$ cat src/rtl/csi2_pkg.sv
// Shared types and constants for the CSI-2 packet parser.
package csi2_pkg;

    // Parser states
    typedef enum logic [2:0] {
        ST_IDLE,
        ST_HDR0,
        ST_HDR1,
        ST_PAYLOAD,
        ST_DONE
    } state_t;

    // Data type codes
    localparam logic [5:0] DT_FS       = 6'h00;
    localparam logic [5:0] DT_FE       = 6'h01;
    localparam logic [5:0] DT_LS       = 6'h02;
    localparam logic [5:0] DT_LE       = 6'h03;
    localparam logic [5:0] DT_RAW10    = 6'h2B;
    localparam logic [5:0] DT_LONG_MIN = 6'h10;

    // Header ECC parity masks over {WC_H, WC_L, DI}; index k produces ECC bit k
    localparam logic [5:0][23:0] ECC_MASKS = {
        24'hEFFC00,  // P5
        24'hDF03F0,  // P4
        24'hB8E38E,  // P3
        24'h749A6D,  // P2
        24'hF2555B,  // P1
        24'hF12CB7   // P0
    };

endpackage

$ cat src/rtl/csi2_ecc.sv
// Combinational CSI-2 header ECC generator; bits [7:6] are always zero.
module csi2_ecc
    import csi2_pkg::*;
(
    input  logic [23:0] hdr,
    output logic [7:0]  ecc
);

    // Each parity bit is the XOR of the header bits selected by its mask
    always_comb begin
        ecc = '0;
        for (int k = 0; k < 6; k++) begin
            ecc[k] = ^(hdr & ECC_MASKS[k]);
        end
    end

endmodule

$ cat src/rtl/csi2_packet_parser.sv
// CSI-2 packet parser: sync check, header/ECC decode, sync pulses and payload stream.
module csi2_packet_parser
    import csi2_pkg::*;
#(
    parameter logic [7:0] SYNC_BYTE       = 8'hB8,
    parameter bit         ECC_CHECK       = 1'b1,
    parameter bit         DROP_ON_ECC_ERR = 1'b1
) (
    input  logic        byte_clk,
    input  logic        reset,
    input  logic        hs_active,
    input  logic        in_valid,
    input  logic [15:0] in_data,
    output logic        frame_start,
    output logic        frame_end,
    output logic        line_start,
    output logic        line_end,
    output logic [1:0]  vc,
    output logic [5:0]  data_type,
    output logic [15:0] word_count,
    output logic        pay_valid,
    output logic [15:0] pay_data,
    output logic [1:0]  pay_be,
    output logic        pay_last,
    output logic        sync_err,
    output logic        ecc_err,
    output logic        trunc_err
);

    state_t      state;
    logic [7:0]  di_q;
    logic [7:0]  wc_lo_q;
    logic [15:0] remaining;

    // The second header word is decoded in the cycle it arrives, so the
    // word count and ECC are taken straight from in_data combined with the
    // bytes latched from the first header word.
    logic [15:0] hdr_wc;
    logic [5:0]  hdr_dt;
    logic [7:0]  ecc_calc;
    logic        ecc_bad;

    assign hdr_wc  = {in_data[7:0], wc_lo_q};
    assign hdr_dt  = di_q[5:0];
    assign ecc_bad = ECC_CHECK && (ecc_calc != in_data[15:8]);

    csi2_ecc u_ecc (
        .hdr ({in_data[7:0], wc_lo_q, di_q}),
        .ecc (ecc_calc)
    );

    // Main parser FSM with all outputs registered
    always_ff @(posedge byte_clk or negedge reset) begin
        if (!reset) begin
            state       <= ST_IDLE;
            di_q        <= '0;
            wc_lo_q     <= '0;
            remaining   <= '0;
            frame_start <= 1'b0;
            frame_end   <= 1'b0;
            line_start  <= 1'b0;
            line_end    <= 1'b0;
            vc          <= '0;
            data_type   <= '0;
            word_count  <= '0;
            pay_valid   <= 1'b0;
            pay_data    <= '0;
            pay_be      <= '0;
            pay_last    <= 1'b0;
            sync_err    <= 1'b0;
            ecc_err     <= 1'b0;
            trunc_err   <= 1'b0;
        end else begin
            // Pulses default low; they are raised for one cycle below
            frame_start <= 1'b0;
            frame_end   <= 1'b0;
            line_start  <= 1'b0;
            line_end    <= 1'b0;
            pay_valid   <= 1'b0;
            pay_last    <= 1'b0;
            sync_err    <= 1'b0;
            ecc_err     <= 1'b0;
            trunc_err   <= 1'b0;

            case (state)
                ST_IDLE: begin
                    if (in_valid && hs_active) begin
                        if (in_data == {SYNC_BYTE, SYNC_BYTE}) begin
                            state <= ST_HDR0;
                        end else begin
                            sync_err <= 1'b1;
                            state    <= ST_DONE;
                        end
                    end
                end

                ST_HDR0: begin
                    if (!hs_active) begin
                        trunc_err <= 1'b1;
                        state     <= ST_IDLE;
                    end else if (in_valid) begin
                        di_q    <= in_data[7:0];
                        wc_lo_q <= in_data[15:8];
                        state   <= ST_HDR1;
                    end
                end

                ST_HDR1: begin
                    if (!hs_active) begin
                        trunc_err <= 1'b1;
                        state     <= ST_IDLE;
                    end else if (in_valid) begin
                        ecc_err <= ecc_bad;
                        if (ecc_bad && DROP_ON_ECC_ERR) begin
                            state <= ST_DONE;
                        end else begin
                            vc         <= di_q[7:6];
                            data_type  <= hdr_dt;
                            word_count <= hdr_wc;
                            if (hdr_dt < DT_LONG_MIN) begin
                                frame_start <= (hdr_dt == DT_FS);
                                frame_end   <= (hdr_dt == DT_FE);
                                line_start  <= (hdr_dt == DT_LS);
                                line_end    <= (hdr_dt == DT_LE);
                                state       <= ST_DONE;
                            end else if (hdr_wc == 16'd0) begin
                                state <= ST_DONE;
                            end else begin
                                remaining <= hdr_wc;
                                state     <= ST_PAYLOAD;
                            end
                        end
                    end
                end

                ST_PAYLOAD: begin
                    if (!hs_active) begin
                        trunc_err <= 1'b1;
                        state     <= ST_IDLE;
                    end else if (in_valid) begin
                        pay_valid <= 1'b1;
                        pay_data  <= in_data;
                        if (remaining >= 16'd2) begin
                            pay_be    <= 2'b11;
                            remaining <= remaining - 16'd2;
                        end else begin
                            // Odd tail byte; count saturates at zero
                            pay_be    <= 2'b01;
                            remaining <= '0;
                        end
                        if (remaining <= 16'd2) begin
                            pay_last <= 1'b1;
                            state    <= ST_DONE;
                        end
                    end
                end

                ST_DONE: begin
                    // Trailing CRC and anything else in the burst is dropped
                    if (!hs_active) state <= ST_IDLE;
                end

                default: state <= ST_IDLE;
            endcase
        end
    end

endmodule
$ cat config.mk
export PLATFORM = sky130hd
export DESIGN_NAME = csi2_packet_parser
export DESIGN_NICKNAME = d
export VERILOG_FILES = /design/src/rtl/csi2_pkg.sv /design/src/rtl/csi2_ecc.sv /design/src/rtl/csi2_packet_parser.sv
export SDC_FILE = /design/constraint.sdc
export NUM_CORES = 1
export LEC_CHECK = 0
export CAP_MARGIN = 0
export CORE_UTILIZATION = 38
export DETAILED_ROUTE_END_ITERATION = 12
export DONT_BUFFER_PORTS = 1
export SYNTH_ARGS = -nofsm -noshare
export SYNTH_HDL_FRONTEND = slang
export SYNTH_HIERARCHICAL = 1
export SYNTH_SLANG_ARGS = --single-unit
$ cat constraint.sdc
create_clock -name byte_clk -period 3.7 [get_ports byte_clk]
set_input_delay 0.555 -clock byte_clk [delete_from_list [all_inputs] [get_ports byte_clk]]
set_output_delay 0.555 -clock byte_clk [all_outputs]
set_load 0.01 [all_outputs]
== Yosys cells after proc, flatten, opt, wreduce, memory -nomap -nowiden ==
Index checks and enable logic that the tools add are counted.

* Register bits after elaboration: 86
* Bits of input ports: 20
* Output and inout bits: 51

* Add/sub/neg operators: 1
* Order comparisons: 3
* Equality and inequality tests: 22
* Muxes and demuxes: 59
* Bitwise operators: 1
* Reductions and logical operators: 17

{| class="wikitable"
|+ Operators with widths
! cell !! number
|-
| XOR reduction 24 bit || 6
|-
| two-way mux 16 bit || 8
|-
| two-way mux 3 bit || 13
|-
| two-way mux 1 bit || 35
|-
| case mux 16 bit (2 select lines) || 1
|-
| inequality test 2 bit (second input constant) || 9
|-
| equality test 16 bit (second input constant) || 1
|-
| greater-or-equal comparator 16 x 2 -> 1 bit (second input constant) || 1
|-
| less-or-equal comparator 16 x 2 -> 1 bit (second input constant) || 1
|-
| zero test 16 bit || 1
|-
| subtractor 16 x 2 -> 16 bit (second input constant) || 1
|-
| case mux 3 bit (5 select lines) || 1
|-
| equality test 6 x 2 -> 1 bit (second input constant) || 2
|-
| inequality test 3 bit (second input constant) || 4
|-
| inequality test 6 x 8 -> 1 bit || 1
|-
| AND reduction 8 bit || 1
|-
| equality test 3 x 2 -> 1 bit (second input constant) || 2
|-
| equality test 6 x 1 -> 1 bit (second input constant) || 1
|-
| zero test 6 bit || 1
|-
| < comparator 6 x 5 -> 1 bit (second input constant) || 1
|-
| AND reduction 3 bit || 2
|-
| AND reduction 6 bit || 1
|-
| AND reduction 4 bit || 1
|-
| equality test 3 x 1 -> 1 bit (second input constant) || 1
|-
| 7 further kinds || 7
|}

== Depth between registers and ports, before layout ==
* Word-level depth: 7
* Gate-level depth with buffers: 10

== Cells and area by module ==
Netlist, hierarchy kept.

{| class="wikitable"
|+ By module, submodules not included
! module !! times used !! cells each !! area each (sq um) !! seq. area each (sq um)
|-
| csi2_packet_parser || 1 || 330 || 4052.6 || 2152.1
|-
| csi2_ecc || 1 || 40 || 548.0 || 0.0
|}

== Least setup slack after synthesis ==
No wires, ideal clock.

* Path type: input to register
* Start point: input in_data[7]
* End point: register remaining[14]
* Library setup time: 0.124 ns
* Data arrival time: 2.907 ns
* Required time: 3.576 ns
* Path slack: 0.669 ns
* Cell stages on the path: 10
* Cells stage by stage: xnor2_1 > xnor3_2 > xnor3_1 > xor2_1 > nor4_4 > a31oi_2 > or2_1 > buf_6 > buf_6 > a211o_1

* Longest elaborated chain between the ends: 4

{| class="wikitable"
|+ Ends and longest elaborated chain
! item !! RTL line !! text
|-
| start: declaration || csi2_packet_parser.sv:13 || <nowiki>input logic [15:0] in_data,</nowiki>
|-
| XOR reduction 24 bit || csi2_ecc.sv:13 || <nowiki>ecc[k] = ^(hdr & ECC_MASKS[k]);</nowiki>
|-
| named net ecc_calc[1] || csi2_packet_parser.sv:40 || <nowiki>logic [7:0] ecc_calc;</nowiki>
|-
| inequality test 6 x 8 -> 1 bit || csi2_packet_parser.sv:45 || <nowiki>assign ecc_bad = ECC_CHECK && (ecc_calc != in_data[15:8]);</nowiki>
|-
| inequality test 2 bit (no source line) || - ||
|-
| AND reduction 8 bit (no source line) || - ||
|-
| end signal: assignment || csi2_packet_parser.sv:129 || <nowiki>remaining <= hdr_wc;</nowiki>
|-
| end signal: assignment || csi2_packet_parser.sv:145 || <nowiki>remaining <= remaining - 16'd2;</nowiki>
|-
| end: declaration || csi2_packet_parser.sv:33 || <nowiki>logic [15:0] remaining;</nowiki>
|}

The timed path passes the listed nets, and every way through them passes these cells.
A chain may end at the register's enable or synchronous reset.

== Worst setup path after layout ==
* Start point: register wc_lo_q[0]
* End point: register remaining[2]

* Longest elaborated chain between the ends: 4

{| class="wikitable"
|+ Ends and longest elaborated chain
! item !! RTL line !! text
|-
| start: declaration || csi2_packet_parser.sv:32 || <nowiki>logic [7:0] wc_lo_q;</nowiki>
|-
| start signal: assignment || csi2_packet_parser.sv:103 || <nowiki>wc_lo_q <= in_data[15:8];</nowiki>
|-
| XOR reduction 24 bit || csi2_ecc.sv:13 ||
|-
| named net ecc_calc[1] || csi2_packet_parser.sv:40 ||
|-
| inequality test 6 x 8 -> 1 bit || csi2_packet_parser.sv:45 ||
|-
| inequality test 2 bit (no source line) || - ||
|-
| AND reduction 8 bit (no source line) || - ||
|}

The timed path passes the listed nets, and every way through them passes these cells.

==> qor.txt <==
Run status: complete, but fails checks
Violated checks: design-rule violations
Setup Slack @ Placement: 0.5002 ns
Clock latency on the worst-skew pair: 0.34 ns
Tmin final: 3.165 ns
Data required time of the critical path: 3.92 ns
Yosys cell types: 59
Count of fill cells added during filler insertion: 1104
Number of buffers inserted during clock tree synthesis: 9
Total congestion overflow after global routing: 0
Final HPWL from detailed placement: 7257 µm
Measured slew at the worst slew-check pin: 0.8275 ns
Ant diodes: 0
Highest net fanout along the worst path: 15
Critical path cell sequence: xor3_1 -> xnor3_2 -> xnor3_1 -> xor2_1 -> nor4_4 -> a31oi_2 -> or2_1 -> mux2_2
CTS Hold Buffers Added: 1
Die boundary width: 112.0 µm
Most frequent standard cell in the layout excluding fill and tap cells: dfrtp_1
Global routing usage summed across all routing layers: 18.04%
Commonest cells after routing, fill and taps aside: 86 x dfrtp_1, 55 x mux2_2, 26 x nand2_1
Post-CTS setup-driven buffer insertion count: 0
Y dimension of the die: 112.0 µm
Cell count after synthesis: 370
Number of antenna violations at the first check in global routing: 0
Wire length of the first global-routing pass: 17290 µm
YS warnings: 6
RSZ-0062 raised after global routing: false
Remaining antenna violation count after routing: 0
Total buffers and inverters traversed by the critical path: 0
Starting utilization of the core area: 39.61%
Cell area after synthesis: 4601 µm²
Setup violators final: 0
Proportion of layout cells with a drive suffix above 1: 24.40%
Flops & latches, synth: 86
Final Power: 2950 µW
Initial DRC count: 192
Number of failing hold endpoints at the final stage: 0
Die area: 12550 µm²
Maximum Capacitance Violations: 0
Crit-path slowest cell: or2_1
FFs w/ async S/R, synth: 100.0%
Clk Tree Root Cell: clkbuf_16
TritonCTS Sinks: 86
Routed WL: 10550 µm
Setup_tns: 0 ns
Multi-input gate area in the final layout: 2315 µm²
Power per cell area: 585.3 nW/µm²
Leakage: 0.002332 µW
Post-cts gate resize count: 0
Total number of placement rows: 39
Tightest Hold Check Type: input pin to asynchronous set/reset pin
Final weighted congestion of routability-driven global placement: 0.8201
Worst setup SP type: flop
Max_slew headroom: 44.67%
Drt pass-1 iters: 8
Signed area change from the synthesized netlist to the final layout: 9.573%
Count of flip-flops with a built-in enable after synthesis: 0
Mean instance size in the synthesized netlist: 12.43 µm²
Post-route clock period utilization: 85.53%
Fin. max-slew vios: 0
Most used flip-flop cell after synthesis: dfrtp_1
H-tree level count: 3
Vias in the first global route: 3147
Register Area: 2152 µm²
IO buf count: 0
Largest vdd supply drop: 269.9 µV
Finished layout cell area: 5041 µm²
Count of boundary I/O pins: 71
Dpl cell area: 4722 µm²
Family of cells with the greatest summed delay on the critical path: XOR/XNOR gates
Via density per instance: 5.820
Clock skew: 0.007058 ns
CP Capture Type: flop
Utilization after layout: 43.41%
Nets@finish: 389
Largest net degree at the start of global routing: 87
Wire length per cell after detailed routing: 20.45 µm
Post-synthesis sequential area ratio: 46.78%
Worst setup path category: flop to flop
CP max stage delay: 0.51 ns
Clock slew seen by the registers of the worst setup and hold paths: 0.07 ns
Total vias in the final route: 3003
Worst Setup Slack, final: 0.5353 ns
Maximum clock path buffer count: 2
Placeable Area: 11610 µm²
FMAX: 316.0 MHz
Number of DRC violations after detailed routing: 1
TritonCTS clock tree: yes
Worst path arrival time: 3.39 ns
-- metal layers --
metal	global-route usage, %	wire length, µm	up-vias	share of wire, %
li1	-	-	1362	-
met1	24.03	4593	1533	44
met2	28.36	5043	98	48
met3	4.752	744	10	7.1
met4	6.756	170	0	1.6
met5	0	0	-	0
-- flip-flops by register name (all words and copies together) (netlist names), 3 cells and up --
signal,count
pay_data,16
remaining,16
word_count,16
di_q,8
wc_lo_q,8
data_type,6
state,3
-- cell usage after synthesis, types with 6 or more instances --
cell,number,area (µm²)
dfrtp_1,86,2152
mux2_2,55,619.3
nand2_1,26,97.59
xnor2_1,19,166.4
o21ai_0,11,55.05
xor2_1,11,96.34
nor2_1,10,37.54
xnor3_1,10,225.2
clkbuf_1,9,33.78
nor3_1,9,45.04
nor4_1,8,50.05
a211o_1,7,61.31
a21oi_1,7,35.03
a211oi_1,6,45.04
o211ai_1,6,45.04
-- path summary, 6_finish.rpt --
path,end,depth (start not counted),slack [ns],from
worst min-delay path,remaining[7],1,0.12,reset
worst max register to register,remaining[2],8,0.54,wc_lo_q[0]
worst max-delay path,remaining[2],8,0.54,wc_lo_q[0]
max in group asynchronous,word_count[11],1,3.23,reset
min in group byte_clk,trunc_err,1,0.29,hs_active
worst min register to register,remaining[13],2,0.52,remaining[13]
-- stage by stage --
stage          hold WS (ns)  std cells
2_1_floorplan        0.2594        371
3_3_place_gp         0.2652        499
3_5_place_dp         0.2653        499
4_1_cts              0.1441        516
5_1_grt              0.1481        516
6_report             0.1157        516
-- cell families after synthesis --
group           share of synthesized area (%)
simple gates                            14.03
flops                                   46.78
mux                                     13.95
compound gates                          8.865
xor+xnor                                13.03
buf+inv                                 2.992
fa+ha+maj                              0.2719
other cells                           0.08151
-- final cells by class --
type                       count  area share, %
clock buffer                  10          4.542
clock inverter                 6          1.241
inverter                       5         0.3723
multi-input combinational    259          45.92
sequential                    86          42.69
tap                          143          3.549
timing repair buffer           7          1.688
-- where the power goes --
group	switching, µW	leakage (µW)	internal, µW	total, µW
sequential	104	0.00116	991	1090
combinational	427	0.00103	539	967
clock	368	0.000146	522	889
Note: power is estimated with default switching activity, not from simulation.
